File: config.mk
export PLATFORM = sky130hd
export DESIGN_NAME = ddr4_v2_2_24_tg_fifo_ext
export DESIGN_NICKNAME = d
export VERILOG_FILES = /design/src/rtl/ddr4_v2_2_24_tg_fifo_pkg.sv /design/src/rtl/ddr4_v2_2_24_tg_fifo_ptr.sv /design/src/rtl/ddr4_v2_2_24_tg_fifo_ext.sv
export SDC_FILE = /design/constraint.sdc
export NUM_CORES = 1
export LEC_CHECK = 0
export BUFFER_PORTS_ARGS = -buffer_cell sky130_fd_sc_hd__buf_2
export CAP_MARGIN = 15
export CORE_AREA = 2 2 460 462
export CTS_CLUSTER_SIZE = 20
export DETAILED_ROUTE_END_ITERATION = 8
export DIE_AREA = 0 0 462 464
export PLACE_DENSITY_LB_ADDON = 0.2
export SLEW_MARGIN = 10
export SYNTH_ARGS = -nofsm -noshare
export SYNTH_HDL_FRONTEND = slang
export SYNTH_SLANG_ARGS = --single-unit
File: constraint.sdc
create_clock -name i_clk -period 20.1 [get_ports i_clk]
set_input_delay 5.025 -clock i_clk [delete_from_list [all_inputs] [get_ports i_clk]]
set_output_delay 5.025 -clock i_clk [all_outputs]
set_load 0.02 [all_outputs]
File: src/rtl/ddr4_v2_2_24_tg_fifo_pkg.sv
// Shared types, defaults and the modulo pointer helper for the TG FIFO.
package ddr4_v2_2_24_tg_fifo_pkg;

  typedef enum logic {
    TG_FIFO_REG  = 1'b0,
    TG_FIFO_FWFT = 1'b1
  } tg_fifo_mode_e;

  localparam int TG_FIFO_DEF_DEPTH = 4;
  localparam int TG_FIFO_DEF_AE    = 1;

  // Depth need not be a power of two, so wrap explicitly at depth-1.
  function automatic int unsigned wrap_inc(input int unsigned ptr, input int unsigned depth);
    return (ptr == depth - 1) ? 32'd0 : ptr + 32'd1;
  endfunction

endpackage

File: src/rtl/ddr4_v2_2_24_tg_fifo_ptr.sv
// Modulo-DEPTH pointer with increment enable; used for both read and write sides.
module ddr4_v2_2_24_tg_fifo_ptr
  import ddr4_v2_2_24_tg_fifo_pkg::*;
#(
  parameter int DEPTH = TG_FIFO_DEF_DEPTH,
  parameter int PW    = (DEPTH > 1) ? $clog2(DEPTH) : 1
) (
  input  logic          i_clk,
  input  logic          i_rst_n,
  input  logic          i_inc,
  output logic [PW-1:0] o_ptr
);

  logic [PW-1:0] r_ptr;

  always_ff @(posedge i_clk) begin
    if (!i_rst_n)
      r_ptr <= '0;
    else if (i_inc)
      r_ptr <= PW'(wrap_inc(32'(r_ptr), DEPTH));
  end

  assign o_ptr = r_ptr;

endmodule

File: src/rtl/ddr4_v2_2_24_tg_fifo_ext.sv
// Synchronous TG FIFO with FWFT or registered read, programmable almost flags,
// occupancy output and sticky overflow/underflow errors.
module ddr4_v2_2_24_tg_fifo_ext
  import ddr4_v2_2_24_tg_fifo_pkg::*;
#(
  parameter int TCQ       = 100,
  parameter int WIDTH     = 576,
  parameter int DEPTH     = TG_FIFO_DEF_DEPTH,
  parameter int CNTW      = $clog2(DEPTH + 1),
  parameter int FWFT      = 1,
  parameter int AF_THRESH = DEPTH - 1,
  parameter int AE_THRESH = TG_FIFO_DEF_AE
) (
  input  logic             i_clk,
  input  logic             i_rst_n,
  input  logic             i_wren,
  input  logic [WIDTH-1:0] i_din,
  input  logic             i_rden,
  output logic [WIDTH-1:0] o_dout,
  output logic             o_dout_vld,
  output logic             o_full,
  output logic             o_empty,
  output logic             o_almost_full,
  output logic             o_almost_empty,
  output logic [CNTW-1:0]  o_level,
  input  logic             i_err_clr,
  output logic             o_overflow,
  output logic             o_underflow
);

  localparam int AW = (DEPTH > 1) ? $clog2(DEPTH) : 1;
  localparam tg_fifo_mode_e MODE = (FWFT != 0) ? TG_FIFO_FWFT : TG_FIFO_REG;

  if (DEPTH < 2 || AE_THRESH < 0 || AE_THRESH >= AF_THRESH || AF_THRESH > DEPTH || TCQ < 0) begin : g_bad_cfg
    $error("ddr4_v2_2_24_tg_fifo_ext: illegal DEPTH/AF_THRESH/AE_THRESH/TCQ combination");
  end

  logic [WIDTH-1:0] r_mem [DEPTH];
  logic [AW-1:0]    w_wrptr, w_rdptr;
  logic [CNTW-1:0]  r_level, w_level_nxt;
  logic             r_full, r_empty, r_almost_full, r_almost_empty;
  logic             r_overflow, r_underflow;
  logic             w_rd_acc, w_wr_acc;

  // A full FIFO still takes a write when the head leaves in the same cycle;
  // an empty FIFO never bypasses a same-cycle write to the reader.
  assign w_rd_acc    = i_rden & ~r_empty;
  assign w_wr_acc    = i_wren & (~r_full | w_rd_acc);
  assign w_level_nxt = r_level + CNTW'(w_wr_acc) - CNTW'(w_rd_acc);

  ddr4_v2_2_24_tg_fifo_ptr #(.DEPTH(DEPTH), .PW(AW)) u_wrptr (
    .i_clk   (i_clk),
    .i_rst_n (i_rst_n),
    .i_inc   (w_wr_acc),
    .o_ptr   (w_wrptr)
  );

  ddr4_v2_2_24_tg_fifo_ptr #(.DEPTH(DEPTH), .PW(AW)) u_rdptr (
    .i_clk   (i_clk),
    .i_rst_n (i_rst_n),
    .i_inc   (w_rd_acc),
    .o_ptr   (w_rdptr)
  );

  always_ff @(posedge i_clk) begin
    if (w_wr_acc)
      r_mem[w_wrptr] <= i_din;
  end

  always_ff @(posedge i_clk) begin
    if (!i_rst_n) begin
      r_level        <= '0;
      r_full         <= 1'b0;
      r_empty        <= 1'b1;
      r_almost_full  <= 1'b0;
      r_almost_empty <= 1'b1;
    end else begin
      r_level        <= w_level_nxt;
      r_full         <= (w_level_nxt == CNTW'(DEPTH));
      r_empty        <= (w_level_nxt == '0);
      r_almost_full  <= (w_level_nxt >= CNTW'(AF_THRESH));
      r_almost_empty <= (w_level_nxt <= CNTW'(AE_THRESH));
    end
  end

  // A fresh error in the clearing cycle must not be lost.
  always_ff @(posedge i_clk) begin
    if (!i_rst_n) begin
      r_overflow  <= 1'b0;
      r_underflow <= 1'b0;
    end else begin
      if (i_wren & ~w_wr_acc)
        r_overflow <= 1'b1;
      else if (i_err_clr)
        r_overflow <= 1'b0;
      if (i_rden & ~w_rd_acc)
        r_underflow <= 1'b1;
      else if (i_err_clr)
        r_underflow <= 1'b0;
    end
  end

  if (MODE == TG_FIFO_FWFT) begin : g_fwft
    assign o_dout     = r_mem[w_rdptr];
    assign o_dout_vld = ~r_empty;
  end else begin : g_reg
    logic [WIDTH-1:0] r_dout;
    logic             r_dout_vld;

    always_ff @(posedge i_clk) begin
      if (!i_rst_n) begin
        r_dout     <= '0;
        r_dout_vld <= 1'b0;
      end else begin
        r_dout_vld <= w_rd_acc;
        if (w_rd_acc)
          r_dout <= r_mem[w_rdptr];
      end
    end

    assign o_dout     = r_dout;
    assign o_dout_vld = r_dout_vld;
  end

  assign o_full         = r_full;
  assign o_empty        = r_empty;
  assign o_almost_full  = r_almost_full;
  assign o_almost_empty = r_almost_empty;
  assign o_level        = r_level;
  assign o_overflow     = r_overflow;
  assign o_underflow    = r_underflow;

endmodule

==> run metrics, run 1 <==
Slew headroom 0.200; detailed-routing iteration count for the pre-antenna-repair pass 7; Seq cells post-synth 2319; All-Layer GR Usage 0.191; insertion delay to the later sink of the worst-skew pair 0.88 ns; number of buffers created by CTS 232; most repeated cell in the gate-level netlist after synthesis edfxtp_1; number of max-cap violations 0; CP endpoint kind primary output; worst min path class reg2reg; leakage power summed over all cells 0.0329 uW; Post-layout nets 4984; total wirelength of the detailed-routed design 209000 um; setup repair after global routing missed its margin false; crit path launch type flop; estimated wirelength of the detail-placed design 136000 um; total via count after detailed routing 38.5k; net load switching power 3630 uW; R2R Path Start o_empty$_SDFF_PN1_; overall overflow remaining after global route 0; share of flip-flops with an asynchronous set or reset 0; area overhead of the layout relative to synthesis 19.3%; via count of the first global-routing pass 39.6k; Max clock buf depth 3; initial drt markers 3116; Post-Syn Area per Cell 27.3 um2; WS Path Type reg2out; flip-flop cell with the highest count after synthesis edfxtp_1; share of the yosys chip area belonging to registers 0.829; Mapped Nets 3661; clock tree from TritonCTS built; worst-case reg-to-reg path depth 6; number of antenna violations at the first check in global routing 178; DRC viols 0; number of cell rows 168; sink count of the clock tree 2319; cell types with the highest counts after synthesis edfxtp_1, mux4_2, buf_6; number of setup buffers added after CTS 0; wire length per cell 28.1 um; DIE AREA 214000 um2; Top Ports 1167; synth top area cells edfxtp_1, mux4_2, buf_6; WP data arrival 5.62 ns; switching share of total power 0.284; final-report max-slew violation count 0; portion of total power attributed to sequential cells 0.477; FF-to-FF End r_mem[3][178]$_DFFE_PP_; placer's final routability congestion estimate 0.772; total of hold buffers inserted after clock tree synthesis 0; die height 464 um; post-route clock skew 0.0512 ns; clock network fraction of total power 0.319; run status finished clean; post-synth top area cell edfxtp_1; Vias/cell 5.18; largest net degree at the start of global routing 146; number of setup violations in the final report 0; Port-buffer cells 1166; PD cells 128 nW/um2; core box area 209000 um2; total of warnings raised by yosys 0; Clock Tree Root clkbuf_16; summed negative setup slack over all endpoints 0 ns; slew of the pin with the lowest slew margin 1.20 ns; crit path to o_dout[503]; horizontal die dimension 462 um; total power after layout 12800 uW; number of hold violations in the final report 0; ratio of cells with drive above 1 in the final layout 0.463; gate count of the mapped netlist 3072; Final Worst Setup Slack 9.46 ns; Achievable Freq 0.0940 GHz; post-synthesis cell type count 24; stage delay of the slowest cell on the critical path 0.90 ns; relative contribution of combinational cells to total power 0.204; ordered list of cells on the worst path buf_12 -> buf_4 -> buf_4 -> buf_4 -> mux4_2 -> buf_2; worst ir drop on vdd 96.0 uV; minimum clock period after layout 10.64 ns; Final Cycle Share 0.530; Yosys top cell area share 0.825; worst setup slack before clock tree synthesis 10.07 ns; slowest stage cell on the critical path dfxtp_4; critical path fanouts, max 89; CP most frequent cell buf_4; first-pass GRT wire length 293000 um; flop-to-flop setup slack 14.99 ns; fillcell total 17.1k; Worst-path clk slew 0.06 ns; post-route ant nets 0; H-tree level count 4; Initial Utilization 0.401; cell-internal power 9180 uW; Cell Area, Synth 83800 um2; count of instances resized after the clock tree is built 0; number of synthesized flops with an enable pin 2304; WP data required 15.07 ns
critical path: cells and delay by family, from the launching register on:
family,cells,cell delay (ns)
buffers and inverters,5,2.91
DFF,1,0.90
muxes,1,0.60
area by class of cell:
| type | count | area (um2) | share of cell area |
|---|---|---|---|
| Clock inverter | 147 | 1210 | 0.0121 |
| Inverter | 9 | 33.8 | 0.000338 |
| Multi-Input combinational cell | 615 | 13300 | 0.133 |
| Clock buffer | 277 | 6000 | 0.0599 |
| Sequential cell | 2319 | 69500 | 0.695 |
| Antenna cell | 51 | 128 | 0.00128 |
| Tap cell | 2805 | 3510 | 0.0351 |
| Timing Repair Buffer | 1218 | 6350 | 0.0635 |
per-layer routing:
layer	GRT usage	up-vias	part of all wire
met2	0.313	1440	0.49
met4	0.0634	110	0.034
li1	-	16200	-
met1	0.225	20300	0.37
met5	0	-	0.0034
met3	0.0839	506	0.11
power groups by stage:
stage | sequential [uW] | clock [uW] | combinational (uW)
5_1_grt | 6150 | 4390 | 2780
3_3_place_gp | 6190 | 0 | 2680
4_1_cts | 6110 | 4200 | 2690
2_1_floorplan | 6570 | 0 | 1650
3_5_place_dp | 6210 | 0 | 2680
6_report | 6110 | 4090 | 2610
how the worst min path moves through the flow:
stage | cells past startpoint | slack [ns] | start | endpoint
finish | 2 | 0.51 | u_wrptr.o_ptr[1]$_SDFFE_PN0P_ | u_wrptr.o_ptr[1]$_SDFFE_PN0P_
global route | 2 | 0.53 | u_wrptr.o_ptr[1]$_SDFFE_PN0P_ | u_wrptr.o_ptr[1]$_SDFFE_PN0P_
CTS | 2 | 0.50 | u_wrptr.o_ptr[1]$_SDFFE_PN0P_ | u_wrptr.o_ptr[1]$_SDFFE_PN0P_
detailed placement | 2 | 0.50 | u_wrptr.o_ptr[1]$_SDFFE_PN0P_ | u_wrptr.o_ptr[1]$_SDFFE_PN0P_
global placement | 2 | 0.49 | u_wrptr.o_ptr[1]$_SDFFE_PN0P_ | u_wrptr.o_ptr[1]$_SDFFE_PN0P_
floorplan | 2 | 0.47 | u_rdptr.o_ptr[1]$_SDFFE_PN0P_ | flop
kinds of logic after synthesis:
family	count (synthesis)	share of synthesized area
muxes	579	0.155
buffers and inverters	138	0.0125
AOI/OAI and AO/OA	6	0.000552
and+or+nand+nor	21	0.00131
adders and majority gates	8	0.00128
DFF	2319	0.829
xor gates and xnor gates	1	0.000269
cell usage in the layout (no fill, tap or decap), drive strengths merged:
cell type / netlist / final
a21boi: 2 / 2
a21o: 1 / 1
a22oi: 1 / 1
a32oi: 1 / 1
and2: 7 / 7
buf: 122 / 1218
bufinv: 0 / 13
clkbuf: 7 / 277
clkinv: 0 / 114
clkinvlp: 0 / 11
dfxtp: 15 / 15
diode: 0 / 51
edfxtp: 2304 / 2304
fa: 1 / 1
ha: 7 / 7
inv: 9 / 18
mux2i: 3 / 3
mux4: 576 / 576
nand2: 6 / 6
nand2b: 1 / 1
nor2: 3 / 3
nor2b: 3 / 3
nor3b: 1 / 1
o31ai: 1 / 1
xnor3: 1 / 1
per-stage QoR:
stage | cell area (um2) | util | cells | hold slack (ns)
2_1_floorplan | 83800 | - | 3072 | 0.467
3_3_place_gp | 92700 | 0.443 | 6966 | 0.492
3_5_place_dp | 92700 | 0.443 | 6966 | 0.497
4_1_cts | 99900 | 0.478 | 7390 | 0.505
5_1_grt | 100000 | 0.478 | 7411 | 0.533
6_report | 100000 | 0.478 | 7441 | 0.506
sequential cells by signal (all words and copies together), names as in the netlist, named ones only:
signal          count
r_mem            2304
o_level             3
u_rdptr.o_ptr       2
u_wrptr.o_ptr       2
o_almost_empty      1
o_almost_full       1
o_empty             1
o_full              1
o_overflow          1
o_underflow         1
Power figures use the tool's default switching activity.
==> run 2, diff against run 1 <==
--- a/config.mk
+++ b/config.mk
@@ -7,10 +7,10 @@
 export LEC_CHECK = 0
 export BUFFER_PORTS_ARGS = -buffer_cell sky130_fd_sc_hd__buf_2
 export CAP_MARGIN = 15
-export CORE_AREA = 2 2 460 462
+export CORE_AREA = 2 2 448 450
 export CTS_CLUSTER_SIZE = 20
 export DETAILED_ROUTE_END_ITERATION = 8
-export DIE_AREA = 0 0 462 464
+export DIE_AREA = 0 0 450 452
 export PLACE_DENSITY_LB_ADDON = 0.2
 export SLEW_MARGIN = 10
 export SYNTH_ARGS = -nofsm -noshare
==> constraint.sdc (replaced) <==
create_clock -name i_clk -period 10.9 [get_ports i_clk]
set_input_delay 2.725 -clock i_clk [delete_from_list [all_inputs] [get_ports i_clk]]
set_output_delay 2.725 -clock i_clk [all_outputs]
set_load 0.02 [all_outputs]
==> run metrics, run 2 (synthesis results as in run 1) <==
flip-flop count of the largest register, all copies and words added 2304; post-route ant nets 0; portion of total power attributed to sequential cells 0.477; Max clock buf depth 3; GR met2 Demand/Resource 0.322; routing usage on met1 0.232; Slew headroom 0.303; Final Worst Setup Slack 4.15 ns; number of max-cap violations 0; H-tree level count 4; post-layout utilization of the core 0.503; global routing's busiest layer met2; ordered list of cells on the worst path buf_4 -> buf_4 -> mux4_2 -> buf_2; CP most frequent cell buf_4; run status finished clean; overall overflow remaining after global route 0; via count of the first global-routing pass 39.6k; total of hold buffers inserted after clock tree synthesis 0; fin area 99900 um2; first-pass GRT wire length 287000 um; DRC viols 0; initial drt markers 2986; WS Path Type reg2out; final-report max-slew violation count 0; detailed-routing iteration count for the pre-antenna-repair pass 7; number of setup violations in the final report 0; insertion delay to the later sink of the worst-skew pair 0.86 ns; clock tree from TritonCTS built; estimated wirelength of the detail-placed design 130000 um; worst ir drop on vdd 180 uV; Biggest register r_mem; Final Hold Slack 0.506 ns; PD cells 236 nW/um2; number of hold violations in the final report 0; placer's final routability congestion estimate 0.822; wire length per cell 27.9 um; slew of the pin with the lowest slew margin 1.05 ns; net load switching power 6610 uW; leakage power summed over all cells 0.0329 uW; All-Layer GR Usage 0.197; Vias/cell 5.25; Worst-path clk slew 0.06 ns; Port-buffer cells 1166; total wirelength of the detailed-routed design 203000 um; number of setup buffers added after CTS 0; number of antenna violations at the first check in global routing 157; number of buffers and inverters on the critical path 3; core box area 199000 um2; Initial Utilization 0.422; worst setup slack before clock tree synthesis 4.54 ns; slowest stage cell on the critical path dfxtp_4; largest net degree at the start of global routing 148; Clock Tree Root clkbuf_16; Final Cycle Share 0.619; Post-layout nets 4979; clock network fraction of total power 0.321; number of buffers created by CTS 230; kind of cell with the highest combined delay on the critical path buffers and inverters; area overhead of the layout relative to synthesis 19.2%; CP endpoint kind primary output; number of cell rows 164; Achievable Freq 0.148 GHz; global-route met3 utilization 0.0602; non-filler cells in the finished layout 7285; top library cells by usage in the layout, fill and taps aside edfxtp_1, buf_2, mux4_2; most common cell after layout, fill and taps aside edfxtp_1; WP data required 8.18 ns; die height 452 um; number of cells after detailed placement 6814; worst min path class reg2reg; switching share of total power 0.280; stage delay of the slowest cell on the critical path 0.95 ns; placed inst area 92600 um2; relative contribution of combinational cells to total power 0.203; Top Ports 1167; DIE AREA 203000 um2; crit path launch type flop; cell-internal power 17000 uW; minimum clock period after layout 6.75 ns; count of instances resized after the clock tree is built 0; ratio of cells with drive above 1 in the final layout 0.461; post-route clock skew 0.0460 ns; critical path fanouts, max 44; setup repair after global routing missed its margin false; total via count after detailed routing 38.2k; horizontal die dimension 450 um; sink count of the clock tree 2319; WP data arrival 4.02 ns
[run 2: changes by cell type in the layout (fill, tap and decap cells not counted), moves of 5 or more]
cell	delta
clkinv_1	+5
buf_4	-9
buf_12	+6
clkinvlp_4	-7
bufinv_16	+5
[run 2: layer usage]
| layer | routed length [um] | share of wire |
|---|---|---|
| met4 | 9980 | 0.049 |
| met3 | 14600 | 0.072 |
| met5 | 479 | 0.0024 |
| met1 | 74500 | 0.37 |
| met2 | 104000 | 0.51 |
[run 2: final cells by class]
| class | count | area [um2] |
|---|---|---|
| fill | 16000 | 98700 |
| sequential | 2319 | 69500 |
| multi-input combinational | 615 | 13300 |
| timing repair buffer | 1215 | 6400 |
| clock buffer | 273 | 5940 |
| tap | 2656 | 3320 |
| clock inverter | 146 | 1280 |
| antenna | 52 | 130 |
| inverter | 9 | 33.8 |
[run 2: metrics by stage]
| step | setup TNS [ns] | power, uW |
|---|---|---|
| 4_1_cts | 0 | 24000 |
| 5_1_grt | 0 | 24500 |
| 3_5_place_dp | 0 | 16400 |
| 3_3_place_gp | 0 | 16300 |
| 2_1_floorplan | -3643.10 | 14800 |
| 6_report | 0 | 23600 |
[run 2: worst paths after layout]
kind,from,end,slack (ns),cells after the start
setup / recovery,flop,o_dout[430],4.15,4
hold / removal,u_wrptr.o_ptr[1]$_SDFFE_PN0P_,u_wrptr.o_ptr[1]$_SDFFE_PN0P_,0.51,2
setup reg to reg,o_empty$_SDFF_PN1_,r_mem[3][487]$_DFFE_PP_,6.94,5
hold reg to reg,u_wrptr.o_ptr[1]$_SDFFE_PN0P_,u_wrptr.o_ptr[1]$_SDFFE_PN0P_,0.51,2
[run 2: power groups by stage]
stage               logic (uW)  clock network, uW  registers (uW)
finish                    4790               7570           11300
global route              5070               8130           11300
detailed placement        4910                  0           11500
CTS                       4920               7780           11300
floorplan                 3040                  0           11700
global placement          4910                  0           11400
[run 2: worst min-delay path: cells and delay by family (launching register included)]
kind             cells  cell delay (ns)
DFF                  1             0.34
and+or+nand+nor      1             0.06
muxes                1             0.05
